===== config.mk =====
export PLATFORM = sky130hd
export DESIGN_NAME = mm_engine_arbiter_flat
export DESIGN_NICKNAME = d
export VERILOG_FILES = /design/src/rtl/attn_sched_pkg.sv /design/src/rtl/mm_engine_arbiter_if.sv /design/src/rtl/rr_priority_pick.sv /design/src/rtl/mm_engine_arbiter.sv /design/src/flat_wrapper.sv
export SDC_FILE = /design/constraint.sdc
export NUM_CORES = 1
export LEC_CHECK = 0
export CAP_MARGIN = 20
export CORE_MARGIN = 3
export CORE_UTILIZATION = 34
export CTS_BUF_LIST = sky130_fd_sc_hd__clkbuf_16
export CTS_CLUSTER_DIAMETER = 200
export DETAILED_ROUTE_END_ITERATION = 8
export PLACE_DENSITY_LB_ADDON = 0.1
export RECOVER_POWER = 100
export SYNTH_ARGS = -nofsm -noshare
export SYNTH_HDL_FRONTEND = slang
export SYNTH_SLANG_ARGS = --single-unit

===== constraint.sdc =====
create_clock -name clk -period 10.45 [get_ports clk]
set_clock_uncertainty 0.2 [all_clocks]
set_input_delay 1.5675 -clock clk [delete_from_list [all_inputs] [get_ports clk]]
set_output_delay 1.5675 -clock clk [all_outputs]
set_load 0.005 [all_outputs]

===== src/rtl/attn_sched_pkg.sv =====
// Shared types and constants for the attention-pipeline scheduler blocks.
// Holds the arbiter state encoding, the requester index map and the default sizing.
package attn_sched_pkg;

  typedef enum logic [1:0] {
    IDLE    = 2'd0,
    RUN     = 2'd1,
    RELEASE = 2'd2
  } arb_state_t;

  localparam int REQ_Q   = 0;
  localparam int REQ_K   = 1;
  localparam int REQ_V   = 2;
  localparam int REQ_QKT = 3;
  localparam int REQ_RES = 4;

  localparam int NREQ_DEF    = 5;
  localparam int TIMEOUT_DEF = 1024;

endpackage


===== src/rtl/mm_engine_arbiter_if.sv =====
// Requester/engine-side handshake bundle of the shared matrix-multiply arbiter.
// The master modport is the arbiter; slave is the requester and engine side.
interface mm_engine_arbiter_if
  import attn_sched_pkg::*;
#(
  parameter int NREQ = NREQ_DEF
);
  localparam int SELW = (NREQ > 1) ? $clog2(NREQ) : 1;

  logic [NREQ-1:0] req;
  logic [NREQ-1:0] grant;
  logic [SELW-1:0] sel;
  logic            mm_start;
  logic            mm_done;
  logic [NREQ-1:0] req_done;
  logic            busy;
  logic            timeout_err;

  modport master (
    input  req, mm_done,
    output grant, sel, mm_start, req_done, busy, timeout_err
  );

  modport slave (
    output req, mm_done,
    input  grant, sel, mm_start, req_done, busy, timeout_err
  );

endinterface


===== src/rtl/rr_priority_pick.sv =====
// Round-robin pick: first set req bit searching last+1, last+2, ... modulo NREQ.
// Purely combinational, zero latency; no backpressure (valid simply follows |req).
module rr_priority_pick
  import attn_sched_pkg::*;
#(
  parameter  int NREQ = NREQ_DEF,
  localparam int SELW = (NREQ > 1) ? $clog2(NREQ) : 1
) (
  input  logic [NREQ-1:0] req,
  input  logic [SELW-1:0] last,
  output logic            valid,
  output logic [SELW-1:0] index
);

  // Walk offsets from farthest to nearest so the nearest hit after last wins.
  always_comb begin
    valid = |req;
    index = '0;
    for (int i = NREQ; i >= 1; i--) begin
      if (req[(int'(last) + i) % NREQ]) begin
        index = SELW'((int'(last) + i) % NREQ);
      end
    end
  end

endmodule


===== src/rtl/mm_engine_arbiter.sv =====
// Round-robin arbiter/sequencer sharing one matrix-multiply engine among NREQ stages.
// Latency: grant 1 cycle after req; req_done 1 cycle after accepted done; 2 cycles turnaround.
// Backpressure: requesters hold req until req_done; a hung engine is aborted after TIMEOUT cycles.
module mm_engine_arbiter
  import attn_sched_pkg::*;
#(
  parameter int NREQ    = NREQ_DEF,
  parameter int TIMEOUT = TIMEOUT_DEF
) (
  input logic               clk,
  input logic               reset,
  mm_engine_arbiter_if.master bus
);

  localparam int SELW = (NREQ > 1) ? $clog2(NREQ) : 1;
  // Wide enough to reach TIMEOUT-1 and still saturate cleanly when the timeout is off.
  localparam int CNTW = (TIMEOUT < 2) ? 2 : $clog2(TIMEOUT + 1);
  localparam logic [CNTW-1:0] TO_LAST = CNTW'((TIMEOUT > 0) ? (TIMEOUT - 1) : 0);

  arb_state_t      state;
  logic [SELW-1:0] last;
  logic [CNTW-1:0] cnt;
  logic [NREQ-1:0] grant_r;
  logic [SELW-1:0] sel_r;
  logic            mm_start_r;
  logic [NREQ-1:0] req_done_r;
  logic            busy_r;
  logic            timeout_err_r;

  logic            pick_vld;
  logic [SELW-1:0] pick_idx;
  logic            done_ok;
  logic            to_hit;

  rr_priority_pick #(
    .NREQ (NREQ)
  ) u_pick (
    .req   (bus.req),
    .last  (last),
    .valid (pick_vld),
    .index (pick_idx)
  );

  // A done seen on the first RUN cycle may be left over from the previous job.
  assign done_ok = bus.mm_done && (cnt != '0);
  assign to_hit  = (TIMEOUT != 0) && (cnt == TO_LAST);

  always_ff @(posedge clk or posedge reset) begin
    if (reset) begin
      state         <= IDLE;
      last          <= SELW'(NREQ - 1);
      cnt           <= '0;
      grant_r       <= '0;
      sel_r         <= '0;
      mm_start_r    <= 1'b0;
      req_done_r    <= '0;
      busy_r        <= 1'b0;
      timeout_err_r <= 1'b0;
    end else begin
      unique case (state)
        IDLE: begin
          if (pick_vld) begin
            state      <= RUN;
            sel_r      <= pick_idx;
            grant_r    <= NREQ'(1) << pick_idx;
            mm_start_r <= 1'b1;
            busy_r     <= 1'b1;
            cnt        <= '0;
          end
        end
        RUN: begin
          if (cnt != '1) begin
            cnt <= cnt + 1'b1;
          end
          if (done_ok || to_hit) begin
            state      <= RELEASE;
            grant_r    <= '0;
            mm_start_r <= 1'b0;
            req_done_r <= NREQ'(1) << sel_r;
            last       <= sel_r;
            if (!done_ok) begin
              timeout_err_r <= 1'b1;
            end
          end
        end
        RELEASE: begin
          state      <= IDLE;
          req_done_r <= '0;
          busy_r     <= 1'b0;
        end
        default: begin
          state      <= IDLE;
          grant_r    <= '0;
          mm_start_r <= 1'b0;
          req_done_r <= '0;
          busy_r     <= 1'b0;
        end
      endcase
    end
  end

  assign bus.grant       = grant_r;
  assign bus.sel         = sel_r;
  assign bus.mm_start    = mm_start_r;
  assign bus.req_done    = req_done_r;
  assign bus.busy        = busy_r;
  assign bus.timeout_err = timeout_err_r;

endmodule


===== src/flat_wrapper.sv =====
// flat-port wrapper written by rule: the top's interface ports become plain ports
module mm_engine_arbiter_flat import attn_sched_pkg::*;
#(
  parameter int NREQ    = NREQ_DEF,
  parameter int TIMEOUT = TIMEOUT_DEF
)
  (clk, reset, bus_req, bus_mm_done, bus_grant, bus_sel, bus_mm_start, bus_req_done, bus_busy, bus_timeout_err);
  mm_engine_arbiter_if #(.NREQ(NREQ)) bus_i ();
  input logic clk;
  input logic reset;
  input wire logic [$bits(bus_i.req)-1:0] bus_req;
  input wire logic [$bits(bus_i.mm_done)-1:0] bus_mm_done;
  output wire logic [$bits(bus_i.grant)-1:0] bus_grant;
  output wire logic [$bits(bus_i.sel)-1:0] bus_sel;
  output wire logic [$bits(bus_i.mm_start)-1:0] bus_mm_start;
  output wire logic [$bits(bus_i.req_done)-1:0] bus_req_done;
  output wire logic [$bits(bus_i.busy)-1:0] bus_busy;
  output wire logic [$bits(bus_i.timeout_err)-1:0] bus_timeout_err;
  assign bus_i.req = bus_req;
  assign bus_i.mm_done = bus_mm_done;
  assign bus_grant = bus_i.grant;
  assign bus_sel = bus_i.sel;
  assign bus_mm_start = bus_i.mm_start;
  assign bus_req_done = bus_i.req_done;
  assign bus_busy = bus_i.busy;
  assign bus_timeout_err = bus_i.timeout_err;
  mm_engine_arbiter #(.NREQ(NREQ), .TIMEOUT(TIMEOUT)) u_core (.clk(clk), .reset(reset), .bus(bus_i));
endmodule

# [After elaboration in Yosys (flattened, before gate mapping)]
# Cells that the tools add are included.
[word_totals] out_inout_bits=16 input_bits=8 register_bits=32 elab_cells=87
[op_classes] n_reduce_logical=14 n_eq_ne=7 add_sub_neg=6 n_shift=2 n_bitwise=4 n_mux=35 magnitude_cmp=5 div_mod_pow=5
[op_table] cell="< comparator 32 x 5 -> 1 bit (second input constant)" count=5
[op_table] cell="modulo 32 x 4 -> 32 bit (second input constant)" count=5
[op_table] cell="two-way mux 11 bit" count=2
[op_table] cell="case mux 11 bit (2 select lines)" count=1
[op_table] cell="binary-select mux 1 bit (select 3 bit)" count=5
[op_table] cell="two-way mux 3 bit" count=5
[op_table] cell="two-way mux 5 bit" count=3
[op_table] cell="case mux 5 bit (3 select lines)" count=1
[op_table] cell="two-way mux 1 bit" count=12
[op_table] cell="adder 11 x 1 -> 11 bit (second input constant)" count=1
[op_table] cell="equality test 11 x 10 -> 1 bit (second input constant)" count=1
[op_table] cell="!= test 11 bit (second input constant)" count=1
[op_table] cell="nonzero test 11 bit" count=1
[op_table] cell="case mux 5 bit (2 select lines)" count=1
[op_table] cell="AND reduction 2 bit" count=5
[op_table] cell="<< shifter 1 x 3 -> 5 bit (first input constant)" count=2
[op_table] cell="AND reduction 3 bit" count=3
[op_table] cell="adder 3 x 2 -> 4 bit (second input constant)" count=2
[op_table] cell="adder 3 x 3 -> 4 bit (second input constant)" count=2
[op_table] cell="!= test 2 x 1 -> 1 bit (second input constant)" count=3
[op_table] cell="OR reduction 5 bit" count=1
[op_table] cell="adder 3 x 1 -> 4 bit (second input constant)" count=1
[op_table] cell="two-way mux 2 bit" count=2
[op_table] cell="NOT 1 bit" count=4
[op_table] cell="9 further kinds" count=9

# [Depth between registers and ports, before layout]
# Gate-level depths: netlist of the first run.
[depth] depth_word=13 depth_mapped=20 mapped_depth_nobuf=18

# [Modules after synthesis]
# From an unflattened synthesis of the first run, not the netlist that was laid out.
[unflattened] hier_cells=380 area_unflattened_um2=3224.3
[modules_own_cells] module="rr_priority_pick" area_each_um2=1682.9 cells_each=231 instances=1 seq_area_each_um2=0.0
[modules_own_cells] module="mm_engine_arbiter" area_each_um2=1541.5 cells_each=149 instances=1 seq_area_each_um2=802.0

# [Worst setup path before layout of the first run]
# No wires, ideal clock.
[synth_path] kind="register -> register" start="register u_core.last[0]" end="register u_core.grant_r[1], in the netlist u_core.bus.grant[1]" path_buffers=2 t_required_ps=10129 arrival_ps=4686 period_less_slack_ps=5007 path_slack_ps=5443 path_stages_with_launch=19 setup_time_ps=121 path_cell_list="dfrtp_1 -> buf_2 -> inv_2 -> clkbuf_1 -> ha_1 -> ha_1 -> nor4b_2 -> nor3_1 -> xnor2_1 -> ha_1 -> nand2b_1 -> a221o_1 -> a221o_1 -> mux2i_1 -> a31o_1 -> a31oi_1 -> o31a_1 -> a21boi_2 -> a22o_1"
[synth_via] elab_chain_len=13 elab_cells_between_ends=33 cone_classes="add/sub: 5; div: 5; shift: 1; mux: 22"
[synth_lines] item="start, declared" line="mm_engine_arbiter.sv:21" rtl="logic [SELW-1:0] last;"
[synth_lines] item="start signal, assigned" line="mm_engine_arbiter.sv:51" rtl="last <= SELW'(NREQ - 1);"
[synth_lines] item="start signal, assigned" line="mm_engine_arbiter.sv:80" rtl="last <= sel_r;"
[synth_lines] item="adder 3 x 3 -> 4 bit" line="rr_priority_pick.sv:20, rr_priority_pick.sv:21"
[synth_lines] item="modulo 32 x 4 -> 32 bit" line="rr_priority_pick.sv:20, rr_priority_pick.sv:21"
[synth_lines] item="binary-select mux 1 bit (select 3 bit)" line="rr_priority_pick.sv:20" rtl="if (req[(int'(last) + i) % NREQ]) begin"
[synth_lines] item="two-way mux 1 bit (not written as such) (2 in a row)" line="rr_priority_pick.sv:20"
[synth_lines] item="two-way mux 3 bit (4 in a row)" line="rr_priority_pick.sv:20"
[synth_lines] item="two-way mux 3 bit (*)" line="rr_priority_pick.sv:20"
[synth_lines] item="<< shifter 1 x 3 -> 5 bit (*)" line="mm_engine_arbiter.sv:65" rtl="grant_r <= NREQ'(1) << pick_idx;"
[synth_lines] item="two-way mux 5 bit (*)" line="mm_engine_arbiter.sv:62" rtl="if (pick_vld) begin"
[synth_lines] item="case mux 5 bit (3 select lines) (*)" line="mm_engine_arbiter.sv:60" rtl="unique case (state)"
[synth_lines] item="end signal, assigned" line="mm_engine_arbiter.sv:65"
[synth_lines] item="end, declared" line="mm_engine_arbiter.sv:23" rtl="logic [NREQ-1:0] grant_r;"
# Mark *: on every way between the ends. The rest lies on a longest branch, timed or not. The select of a mux whose other input is x is not followed.
# A chain may end at the register's enable or synchronous reset.

# [Final worst setup path of the first run]
[layout_path] start="register u_core.last[0]" end="register u_core.grant_r[3], in the netlist u_core.bus.grant[3]"
# The elaborated chain is that of the path after synthesis.

==> qor_table.md, run 1 <==
| Result | Value | Unit |
| --- | --- | --- |
| Signal arrival time at the worst endpoint | 7390 | ps |
| R2r setup slk | 3070 | ps |
| Number of antenna violations at the first check in global routing | 0 | - |
| Via count | 2895 | - |
| Worst reg2reg path endpoint | u_core.bus.grant[3]$_DFFE_PP0P_ | - |
| Area enclosed by the die boundary | 0.01098 | mm² |
| Launch instance of the worst register-to-register path | u_core.last[0]$_DFFE_PP0P_ | - |
| Avg Cell Area, Syn | 8.465 | µm² |
| Count of placed standard cells in the final layout, fillers left out | 536 | - |
| Reported max-cap violation count | 2 | - |
| Die extent in y | 104.8 | µm |
| Portion of synthesized cell area occupied by the leading cell type | 0.2338 | - |
| Synthesized net count | 431 | - |
| Startpoint of the lowest-slack hold path | u_core.bus.timeout_err$_DFFE_PP0P_ | - |
| Area share of fa/ha/maj cells after synthesis | 0.1192 | - |
| Combinational family with the most area after synthesis | compound AO/OA/AOI/OAI gates | - |
| Crit Path Class | register to register | - |
| Leading cell type by number of instances after synthesis | nand2_1 | - |
| Clock tree from TritonCTS | yes | - |
| Overall track demand over capacity in global routing | 0.1611 | - |
| Overall die width | 104.8 | µm |
| Placer congestion estimate | 0.8175 | - |
| Net total in the final layout | 445 | - |
| Fill count | 987 | - |
| Status | complete, but fails checks | - |
| Count of buffers from port buffering | 23 | - |
| Largest fanout on the critical path | 33 | - |
| Final worst hold slack | 277.3 | ps |
| Share of synthesized registers carrying an async set or reset | 1.000 | - |
| Count of state elements after synthesis | 32 | - |
| Number of global-route vias before repair | 2838 | - |
| Initial Utilization | 0.3541 | - |
| Synth Cell Area | 0.003318 | mm² |
| Layout area overhead | 13.61 | % |
| Synthesized-area fraction occupied by ao, oa, aoi and oai cells | 0.2425 | - |
| Placeable Area | 0.009371 | mm² |
| Endpoints failing hold | 0 | - |
| Number of buffers inserted for hold repair after clock tree synthesis | 0 | - |
| Post-CTS Setup Repair Bufs | 0 | - |
| Post-synthesis instance total | 392 | - |
| Yosys warnings | 0 | - |
| Count of distinct cell types in the synthesized netlist | 83 | - |
| Total negative slack for setup checks | 0 | ps |
| Synth top cells by count | nand2_1, nor2_1, dfrtp_1 | - |
| Register area share after synthesis | 0.2417 | - |
| Root cell of the clock tree | clkbuf_16 | - |
| Xor/xnor cell area share of the yosys netlist | 0.04186 | - |
| Maximum number of pins on one net before global-route repair | 34 | - |
| Final Routed Wirelength | 8664 | µm |
| I/O pin cnt | 24 | - |
| Logic depth of the worst register-to-register path | 17 | - |
| Cell taking the most area after synthesis | dfrtp_1 | - |
| Sequential standard cell area | 802.0 | µm² |
| Share of synthesized area spent on multiplexers | 0.07353 | - |
| Violated checks | max-capacitance violations, max-slew violations | - |
| Average detailed-routed wire length per instance | 16.16 | µm |
| Worst Tran Pin Value | 1746 | ps |
| Number of synthesized flops with an enable pin | 0 | - |
| Cts bufs inserted | 5 | - |
| Min Clock Period, post-route | 7375 | ps |
| Share of final-layout standard cells stronger than drive strength 1 | 0.08845 | - |
| Diodes inserted | 0 | - |
| Endpoint kind of the worst setup timing path | register | - |
| Setup repair after global routing missed its margin | false | - |
| Pins over their slew limit | 67 | - |
| Commonest register cell after synthesis | dfrtp_1 | - |
| Final-report setup violation count | 0 | - |
| # resized after CTS | 0 | - |
| Min-Delay Endpoint | u_core.bus.timeout_err$_DFFE_PP0P_ | - |
| Congestion Overflow GR | 0 | - |
| Simple-gate area share of the yosys netlist | 0.2285 | - |
| Hold/Removal Path Class | register to register | - |
| Data required time of the critical path | 10460 | ps |
| Hold path depth | 1 | - |
| First-pass GRT wire length | 14510 | µm |
| Antenna Violating Nets Remaining | 0 | - |
| Placed cell count | 528 | - |
| Via density per instance | 5.401 | - |
| Worst slew margin | -0.1637 | - |
| Top achievable clock speed | 135.6 | MHz |
| Startpoint type of the worst setup path | register | - |
| DRT iter0 DRCs | 157 | - |
| Detailed-route DRC error count | 0 | - |
| Post-route clock period utilization | 0.7058 | - |
| TritonCTS sink count | 32 | - |
| Cell row count | 35 | - |
| Pre-antenna DRT Iters | 4 | - |
| Area taken by multi-input logic gates | 0.002331 | mm² |
| Max H-tree Level | 2 | - |
| Top area cells in the synthesized netlist | dfrtp_1, ha_1, nand2_1, nor2_1, a21oi_1 | - |
| Skew-Pair Late Insertion Delay | 280 | ps |
| Clock tree buffer depth | 2 | - |
| Clock slew at the register clock pins of the worst setup and hold paths | 60 | ps |
| Detailed placement HPWL | 6510 | µm |
cells by family (layout without fill, tap and decap cells):
kind of cell / count (synthesis) / count (layout)
fa+ha+maj: 31 / 31
buf+inv: 42 / 57
mux: 19 / 19
flops: 32 / 32
simple gates: 145 / 145
xor+xnor: 15 / 15
compound gates: 108 / 108
stage by stage:
step	cell area (µm²)	setup slack, ps	util
2_1_floorplan	3318	5443	-
3_3_place_gp	3643	5069	0.3888
3_5_place_dp	3643	4864	0.3888
4_1_cts	3787	4823	0.4041
5_1_grt	3770	2337	0.4023
6_report	3770	3075	0.4023
worst max-delay path by stage:
stage                               start                               to  slack [ps]
2_1_floorplan  u_core.last[0]$_DFFE_PP0P_  u_core.bus.grant[1]$_DFFE_PP0P_        5440
3_3_place_gp   u_core.last[0]$_DFFE_PP0P_  u_core.bus.grant[3]$_DFFE_PP0P_        5070
3_5_place_dp   u_core.last[0]$_DFFE_PP0P_  u_core.bus.grant[3]$_DFFE_PP0P_        4860
4_1_cts        u_core.last[0]$_DFFE_PP0P_  u_core.bus.grant[3]$_DFFE_PP0P_        4820
5_1_grt        u_core.last[0]$_DFFE_PP0P_  u_core.bus.grant[3]$_DFFE_PP0P_        2340
6_report       u_core.last[0]$_DFFE_PP0P_  u_core.bus.grant[3]$_DFFE_PP0P_        3070
final cells by class:
type | count | area share
multi-input cells | 318 | 0.6183
clock inverters | 3 | 0.004978
well taps | 129 | 0.04281
inverters | 23 | 0.02290
repair buffers | 26 | 0.06505
flip-flops and latches | 32 | 0.2127
clock buffers | 5 | 0.03319
layer usage:
metal  share of wire  GRT usage
met1            0.48     0.2227
met2            0.47     0.2585
met3           0.031    0.02471
met4           0.018    0.04967
met5               0          0
state kept, by name, indices dropped and copies added, names as in the netlist:
signal and flops:
u_core.cnt 11, u_core.bus.req_done 5, u_core.bus.sel 3, u_core.bus.grant 5, u_core.bus.timeout_err 1, u_core.state 2, u_core.last 3, u_core.bus.busy 1
u_core.bus.mm_start 1
cells in the final DEF (no fill, tap or decap), types with 4 or more instances in the layout:
| master | count |
|---|---|
| a31oi_1 | 4 |
| clkbuf_16 | 5 |
| nand2_1 | 41 |
| ha_1 | 30 |
| inv_1 | 20 |
| dlygate4sd3_1 | 19 |
| xor2_1 | 5 |
| mux2i_1 | 8 |
| nand2b_1 | 9 |
| dfrtp_1 | 31 |
| nor3_1 | 7 |
| clkdlybuf4s50_1 | 4 |
| nand4_1 | 6 |
| or3_1 | 6 |
| nand3_1 | 7 |
| a21o_1 | 5 |
| o21ai_0 | 19 |
| a21oi_1 | 22 |
| nor2b_1 | 6 |
| a22o_1 | 7 |
| xnor2_1 | 9 |
| mux2_2 | 4 |
| o31ai_1 | 5 |
| nor2_1 | 36 |
worst max-delay path, cell delays in order (launching register included):
cell and delay, ps:
dfrtp_1 320, clkbuf_1 1120, inv_1 720, ha_1 780
ha_1 370, nor4b_1 540, nor3_1 220, xnor2_1 400
ha_1 320, nand2b_1 120, a221o_1 360, a221o_1 470
mux2i_1 160, a31o_1 230, a31oi_1 170, o31a_1 250
a21boi_0 360, a22o_1 190
Power of run 1 is left out: the tool's default activity adds up to more than one toggle a clock period on the data nets, which glitch-free logic cannot reach.
==> run 2: changes to the inputs <==
==> constraint.sdc (replaced) <==
create_clock -name clk -period 7.25 [get_ports clk]
set_clock_uncertainty 0.2 [all_clocks]
set_input_delay 1.0875 -clock clk [delete_from_list [all_inputs] [get_ports clk]]
set_output_delay 1.0875 -clock clk [all_outputs]
set_load 0.005 [all_outputs]
==> qor_table.md, run 2 (synthesis results as in run 1) <==
| Result | Value | Unit | Delta |
| --- | --- | --- | --- |
| Status | complete, but fails checks | - |  |
| Violated checks | max-capacitance violations, max-slew violations | - |  |
| Skew-Pair Late Insertion Delay | 280 | ps | about the same |
| Signal arrival time at the worst endpoint | 5960 | ps | -1430 ps |
| Root cell of the clock tree | clkbuf_16 | - |  |
| Instance area at placement | 0.003643 | mm² | unchanged |
| Total negative slack for setup checks | 0 | ps | unchanged |
| Placeable Area | 0.009371 | mm² | unchanged |
| Leading cell type in the layout, fill and taps excluded | nand2_1 | - |  |
| Via count | 2924 | - | +1.0% |
| Startpoint of the lowest-slack hold path | u_core.bus.req_done[1]$_DFFE_PP0P_ | - |  |
| Pre-antenna DRT Iters | 4 | - | unchanged |
| Placer congestion estimate | 0.8168 | - | about the same |
| Hold/Removal Path Class | register to register | - |  |
| Data required time of the critical path | 7210 | ps | -3250 ps |
| Fill count | 954 | - | -3.3% |
| Largest register by flop count | u_core.cnt | - |  |
| Met3 GRT Util | 0.02285 | - | -0.001853 |
| Worst Tran Pin Value | 1775 | ps | +29.61 ps |
| Congestion Overflow GR | 0 | - | unchanged |
| Worst reg2reg path endpoint | u_core.bus.grant[3]$_DFFE_PP0P_ | - |  |
| Clock tree buffer depth | 2 | - | unchanged |
| I/O pin cnt | 24 | - | unchanged |
| # resized after CTS | 0 | - | unchanged |
| Placed cell count | 528 | - | unchanged |
| Met1 global-route usage | 0.2332 | - | +0.01053 |
| Final-report setup violation count | 0 | - | unchanged |
| Top achievable clock speed | 166.6 | MHz | +23% |
| Via density per instance | 5.455 | - | +1.0% |
| Number of antenna violations at the first check in global routing | 0 | - | unchanged |
| Launch instance of the worst register-to-register path | u_core.last[0]$_DFFE_PP0P_ | - |  |
| Grt met2 use | 0.2530 | - | -0.005500 |
| Post-CTS Setup Repair Bufs | 0 | - | unchanged |
| Commonest cells after routing, fill and taps aside | nand2_1, nor2_1, dfrtp_1 | - |  |
| Endpoint kind of the worst setup timing path | register | - |  |
| Clock tree from TritonCTS | yes | - |  |
| Critical Path Start | u_core.last[0]$_DFFE_PP0P_ | - |  |
| Count of placed standard cells in the final layout, fillers left out | 536 | - | unchanged |
| Antenna Violating Nets Remaining | 0 | - | unchanged |
| Reported max-cap violation count | 1 | - | -1 |
| Startpoint type of the worst setup path | register | - |  |
| Largest fanout on the critical path | 33 | - | unchanged |
| Hold path depth | 2 | - | +1 |
| Cell row count | 35 | - | unchanged |
| Logic depth of the worst register-to-register path | 17 | - | unchanged |
| TritonCTS sink count | 32 | - | unchanged |
| Endpoints failing hold | 0 | - | unchanged |
| Count of buffers from port buffering | 23 | - | unchanged |
| Number of global-route vias before repair | 2825 | - | -0.46% |
| Area enclosed by the die boundary | 0.01098 | mm² | unchanged |
| Min-Delay Endpoint | u_core.bus.req_done[1]$_DFFE_PP0P_ | - |  |
| Clock slew at the register clock pins of the worst setup and hold paths | 60 | ps | about the same |
| Initial Utilization | 0.3541 | - | unchanged |
| Overall track demand over capacity in global routing | 0.1611 | - | about the same |
| Layout area overhead | 14.56 | % |  |
| Worst slew margin | -0.1834 | - | -0.01974 |
| R2r setup slk | 1250 | ps | -1830 ps |
| Average detailed-routed wire length per instance | 16.30 | µm | +0.84% |
| Pins over their slew limit | 33 | - | -51% |
| Post-route cell area | 0.003801 | mm² | +0.83% |
| Max H-tree Level | 2 | - | unchanged |
| Post-route clock period utilization | 0.8280 | - | +0.1222 |
| Overall die width | 104.8 | µm | unchanged |
| Max FFs per register | 11 | - | unchanged |
| Share of final-layout standard cells stronger than drive strength 1 | 0.09337 | - | +0.004914 |
| Layer with the highest usage | met2 | - |  |
| Net total in the final layout | 445 | - | unchanged |
| Die extent in y | 104.8 | µm | unchanged |
| Crit Path Class | register to register | - |  |
| Detailed placement HPWL | 6542 | µm | +0.49% |
| Maximum number of pins on one net before global-route repair | 34 | - | unchanged |
| Detailed-route DRC error count | 0 | - | unchanged |
| Number of buffers inserted for hold repair after clock tree synthesis | 0 | - | unchanged |
| Cts bufs inserted | 5 | - | unchanged |
| Final Routed Wirelength | 8737 | µm | +0.84% |
| DRT iter0 DRCs | 145 | - | -7.6% |
| Min Clock Period, post-route | 6003 | ps | -1372 ps |
| First-pass GRT wire length | 14640 | µm | +0.90% |
| Diodes inserted | 0 | - | unchanged |
| Setup repair after global routing missed its margin | false | - |  |
[run 2: critical path: stages (launching register included)]
cell,delay [ps]
dfrtp_1,330
buf_4,340
inv_1,370
ha_1,670
ha_1,370
nor4b_1,560
nor3_1,210
xnor2_1,400
ha_1,310
nand2b_1,110
a221o_1,360
a221o_1,460
mux2i_1,180
a31o_1,150
a31oi_1,80
o31a_1,380
a21boi_2,190
a22o_1,180
[run 2: layout make-up]
type | instances | area [µm²] | area share
Clock buffer | 5 | 125.1 | 0.03292
Clock inverter | 3 | 42.54 | 0.01119
Inverter | 23 | 86.33 | 0.02271
Multi-Input combinational cell | 318 | 2335 | 0.6142
Sequential cell | 32 | 802.0 | 0.2110
Tap cell | 129 | 161.4 | 0.04246
Timing Repair Buffer | 26 | 249.0 | 0.06550
[run 2: layer usage]
metal / routed length [µm] / part of all wire
met1: 4301 / 0.49
met2: 4050 / 0.46
met3: 251 / 0.029
met4: 132 / 0.015
met5: 0 / 0
[run 2: per-stage QoR]
stage / utilization / setup WS (ps) / hold WS (ps)
floorplan: - / 2243 / 251.0
global placement: 0.3888 / 1868 / 272.9
detailed placement: 0.3888 / 1675 / 280.0
CTS: 0.4067 / 1654 / 292.5
global route: 0.4056 / 789.7 / 305.7
finish: 0.4056 / 1247 / 274.8
[run 2: worst max path at each step]
stage / to / slack (ps) / cells after the start
after global routing: u_core.bus.grant[1]$_DFFE_PP0P_ / 790 / 16
final: u_core.bus.grant[3]$_DFFE_PP0P_ / 1250 / 17
after floorplan: u_core.bus.grant[1]$_DFFE_PP0P_ / 2240 / 18
after global placement: u_core.bus.grant[3]$_DFFE_PP0P_ / 1870 / 17
after detailed placement: u_core.bus.grant[3]$_DFFE_PP0P_ / 1680 / 17
after CTS: u_core.bus.grant[3]$_DFFE_PP0P_ / 1650 / 17
Power of run 2 is left out for the same reason.
==> run 3: changes to the inputs <==
==> constraint.sdc (replaced) <==
create_clock -name clk -period 5.3 [get_ports clk]
set_clock_uncertainty 0.2 [all_clocks]
set_input_delay 0.795 -clock clk [delete_from_list [all_inputs] [get_ports clk]]
set_output_delay 0.795 -clock clk [all_outputs]
set_load 0.005 [all_outputs]
==> qor_table.md, run 3 (synthesis results as in run 1) <==
| Result | Value | Unit | Delta |
| --- | --- | --- | --- |
| Violated checks | max-capacitance violations, max-slew violations | - |  |
| I/O pin cnt | 24 | - | unchanged |
| Final-report setup violation count | 0 | - | unchanged |
| Detailed placement HPWL | 6525 | µm | -0.25% |
| Data required time of the critical path | 5250 | ps | -1960 ps |
| Cell row count | 35 | - | unchanged |
| Reported max-cap violation count | 1 | - | unchanged |
| Setup repair after global routing missed its margin | false | - |  |
| Pins over their slew limit | 33 | - | unchanged |
| TritonCTS sink count | 32 | - | unchanged |
| Crit Path Class | register to register | - |  |
| Number of buffers inserted for hold repair after clock tree synthesis | 0 | - | unchanged |
| Number of global-route vias before repair | 2860 | - | +1.2% |
| Largest register by flop count | u_core.cnt | - |  |
| Worst Tran Pin Value | 1753 | ps | -22.02 ps |
| # resized after CTS | 0 | - | unchanged |
| Diodes inserted | 0 | - | unchanged |
| Skew-Pair Late Insertion Delay | 270 | ps | about the same |
| Max FFs per register | 11 | - | unchanged |
| Clock tree from TritonCTS | yes | - |  |
| Leading cell type in the layout, fill and taps excluded | nand2_1 | - |  |
| Max H-tree Level | 2 | - | unchanged |
| Final Routed Wirelength | 8658 | µm | -0.90% |
| Clock tree buffer depth | 2 | - | unchanged |
| Congestion Overflow GR | 0 | - | unchanged |
| Count of buffers from port buffering | 23 | - | unchanged |
| DRT iter0 DRCs | 179 | - | +23% |
| Cts bufs inserted | 5 | - | unchanged |
| Commonest cells after routing, fill and taps aside | nand2_1, nor2_1, dfrtp_1 | - |  |
| Signal arrival time at the worst endpoint | 4770 | ps | -1190 ps |
| Area enclosed by the die boundary | 0.01098 | mm² | unchanged |
| Maximum number of pins on one net before global-route repair | 33 | - | -2.9% |
| Status | complete, but fails checks | - |  |
| Post-route clock period utilization | 0.9091 | - | +0.08115 |
| Fill count | 949 | - | -0.52% |
| Layout area overhead | 16.25 | % |  |
| Overall track demand over capacity in global routing | 0.1596 | - | -0.001473 |
| Post-CTS Setup Repair Bufs | 0 | - | unchanged |
| Initial Utilization | 0.3541 | - | unchanged |
| Largest fanout on the critical path | 13 | - | -61% |
| Net total in the final layout | 453 | - | +1.8% |
| Total negative slack for setup checks | 0 | ps | unchanged |
| Number of antenna violations at the first check in global routing | 0 | - | unchanged |
| Die extent in y | 104.8 | µm | unchanged |
| Root cell of the clock tree | clkbuf_16 | - |  |
| Worst slew margin | -0.1688 | - | +0.01468 |
| Endpoint kind of the worst setup timing path | register | - |  |
| First-pass GRT wire length | 14520 | µm | -0.80% |
| Pre-antenna DRT Iters | 4 | - | unchanged |
| Clock slew at the register clock pins of the worst setup and hold paths | 60 | ps | about the same |
| Core utilization of the finished layout | 0.4116 | - | +0.006008 |
| Average detailed-routed wire length per instance | 15.92 | µm | -2.4% |
| Share of final-layout standard cells stronger than drive strength 1 | 0.1108 | - | +0.01748 |
| Via density per instance | 5.375 | - | -1.5% |
| Hold/Removal Path Class | register to register | - |  |
| Final worst hold slack | 272.7 | ps | -2.078 ps |
| Detailed-route DRC error count | 0 | - | unchanged |
| Endpoints failing hold | 0 | - | unchanged |
| Antenna Violating Nets Remaining | 0 | - | unchanged |
| Via count | 2924 | - | unchanged |
| Min Clock Period, post-route | 4818 | ps | -1184 ps |
| Startpoint type of the worst setup path | register | - |  |
| Top achievable clock speed | 207.5 | MHz | +25% |
| Placeable Area | 0.009371 | mm² | unchanged |
| Placer congestion estimate | 0.8604 | - | +5.3% |
| Overall die width | 104.8 | µm | unchanged |
[run 3: final timing paths]
check,slack [ps],cells after the start,from,endpoint
worst max-delay path,480,16,u_core.last[2]$_DFFE_PP1P_,u_core.bus.grant[0]$_DFFE_PP0P_
worst min-delay path,270,1,u_core.bus.timeout_err$_DFFE_PP0P_,u_core.bus.timeout_err$_DFFE_PP0P_
worst max register to register,480,16,u_core.last[2]$_DFFE_PP1P_,u_core.bus.grant[0]$_DFFE_PP0P_
worst min register to register,270,1,u_core.bus.timeout_err$_DFFE_PP0P_,u_core.bus.timeout_err$_DFFE_PP0P_
max in group asynchronous,2500,3,reset,u_core.bus.mm_start$_DFFE_PP0P_
min in group asynchronous,1370,3,reset,u_core.bus.req_done[1]$_DFFE_PP0P_
[run 3: cell type report]
class	count	area, µm²	area share
multi-input cells	318	2335	0.6053
well taps	129	161.4	0.04184
repair buffers	34	309.0	0.08012
clock inverters	3	38.79	0.01006
flip-flops and latches	32	802.0	0.2079
clock buffers	5	125.1	0.03244
inverters	23	86.33	0.02238
[run 3: metrics by stage]
| stage | std cells | setup slack [ps] | instance area [µm²] |
|---|---|---|---|
| floorplan | 392 | 293.5 | 3318 |
| global placement | 536 | 502.8 | 3704 |
| detailed placement | 536 | 476.5 | 3704 |
| CTS | 544 | 466.7 | 3867 |
| global route | 544 | 95.97 | 3857 |
| finish | 544 | 481.7 | 3857 |
[run 3: worst max-delay path: stages, from the launching register on]
cell      delay, ps
dfstp_2         520
inv_1           120
ha_1            470
o21ai_1         270
nand2_1         100
xnor2_1         170
ha_1            220
fa_1            370
a21boi_1        160
nand3_1         220
mux2i_2         460
mux2i_1         270
or3_1           160
nor2_1           50
or4_4           530
o22ai_1         290
o21ai_1         120
[run 3: metal layers]
metal	track usage	part of all wire	vias to the layer above
met5	0	0	-
met4	0.04124	0.010	0
met3	0.02162	0.034	7
met2	0.2585	0.47	53
met1	0.2238	0.49	1388
li1	-	-	1476
Power of run 3 is left out for the same reason.
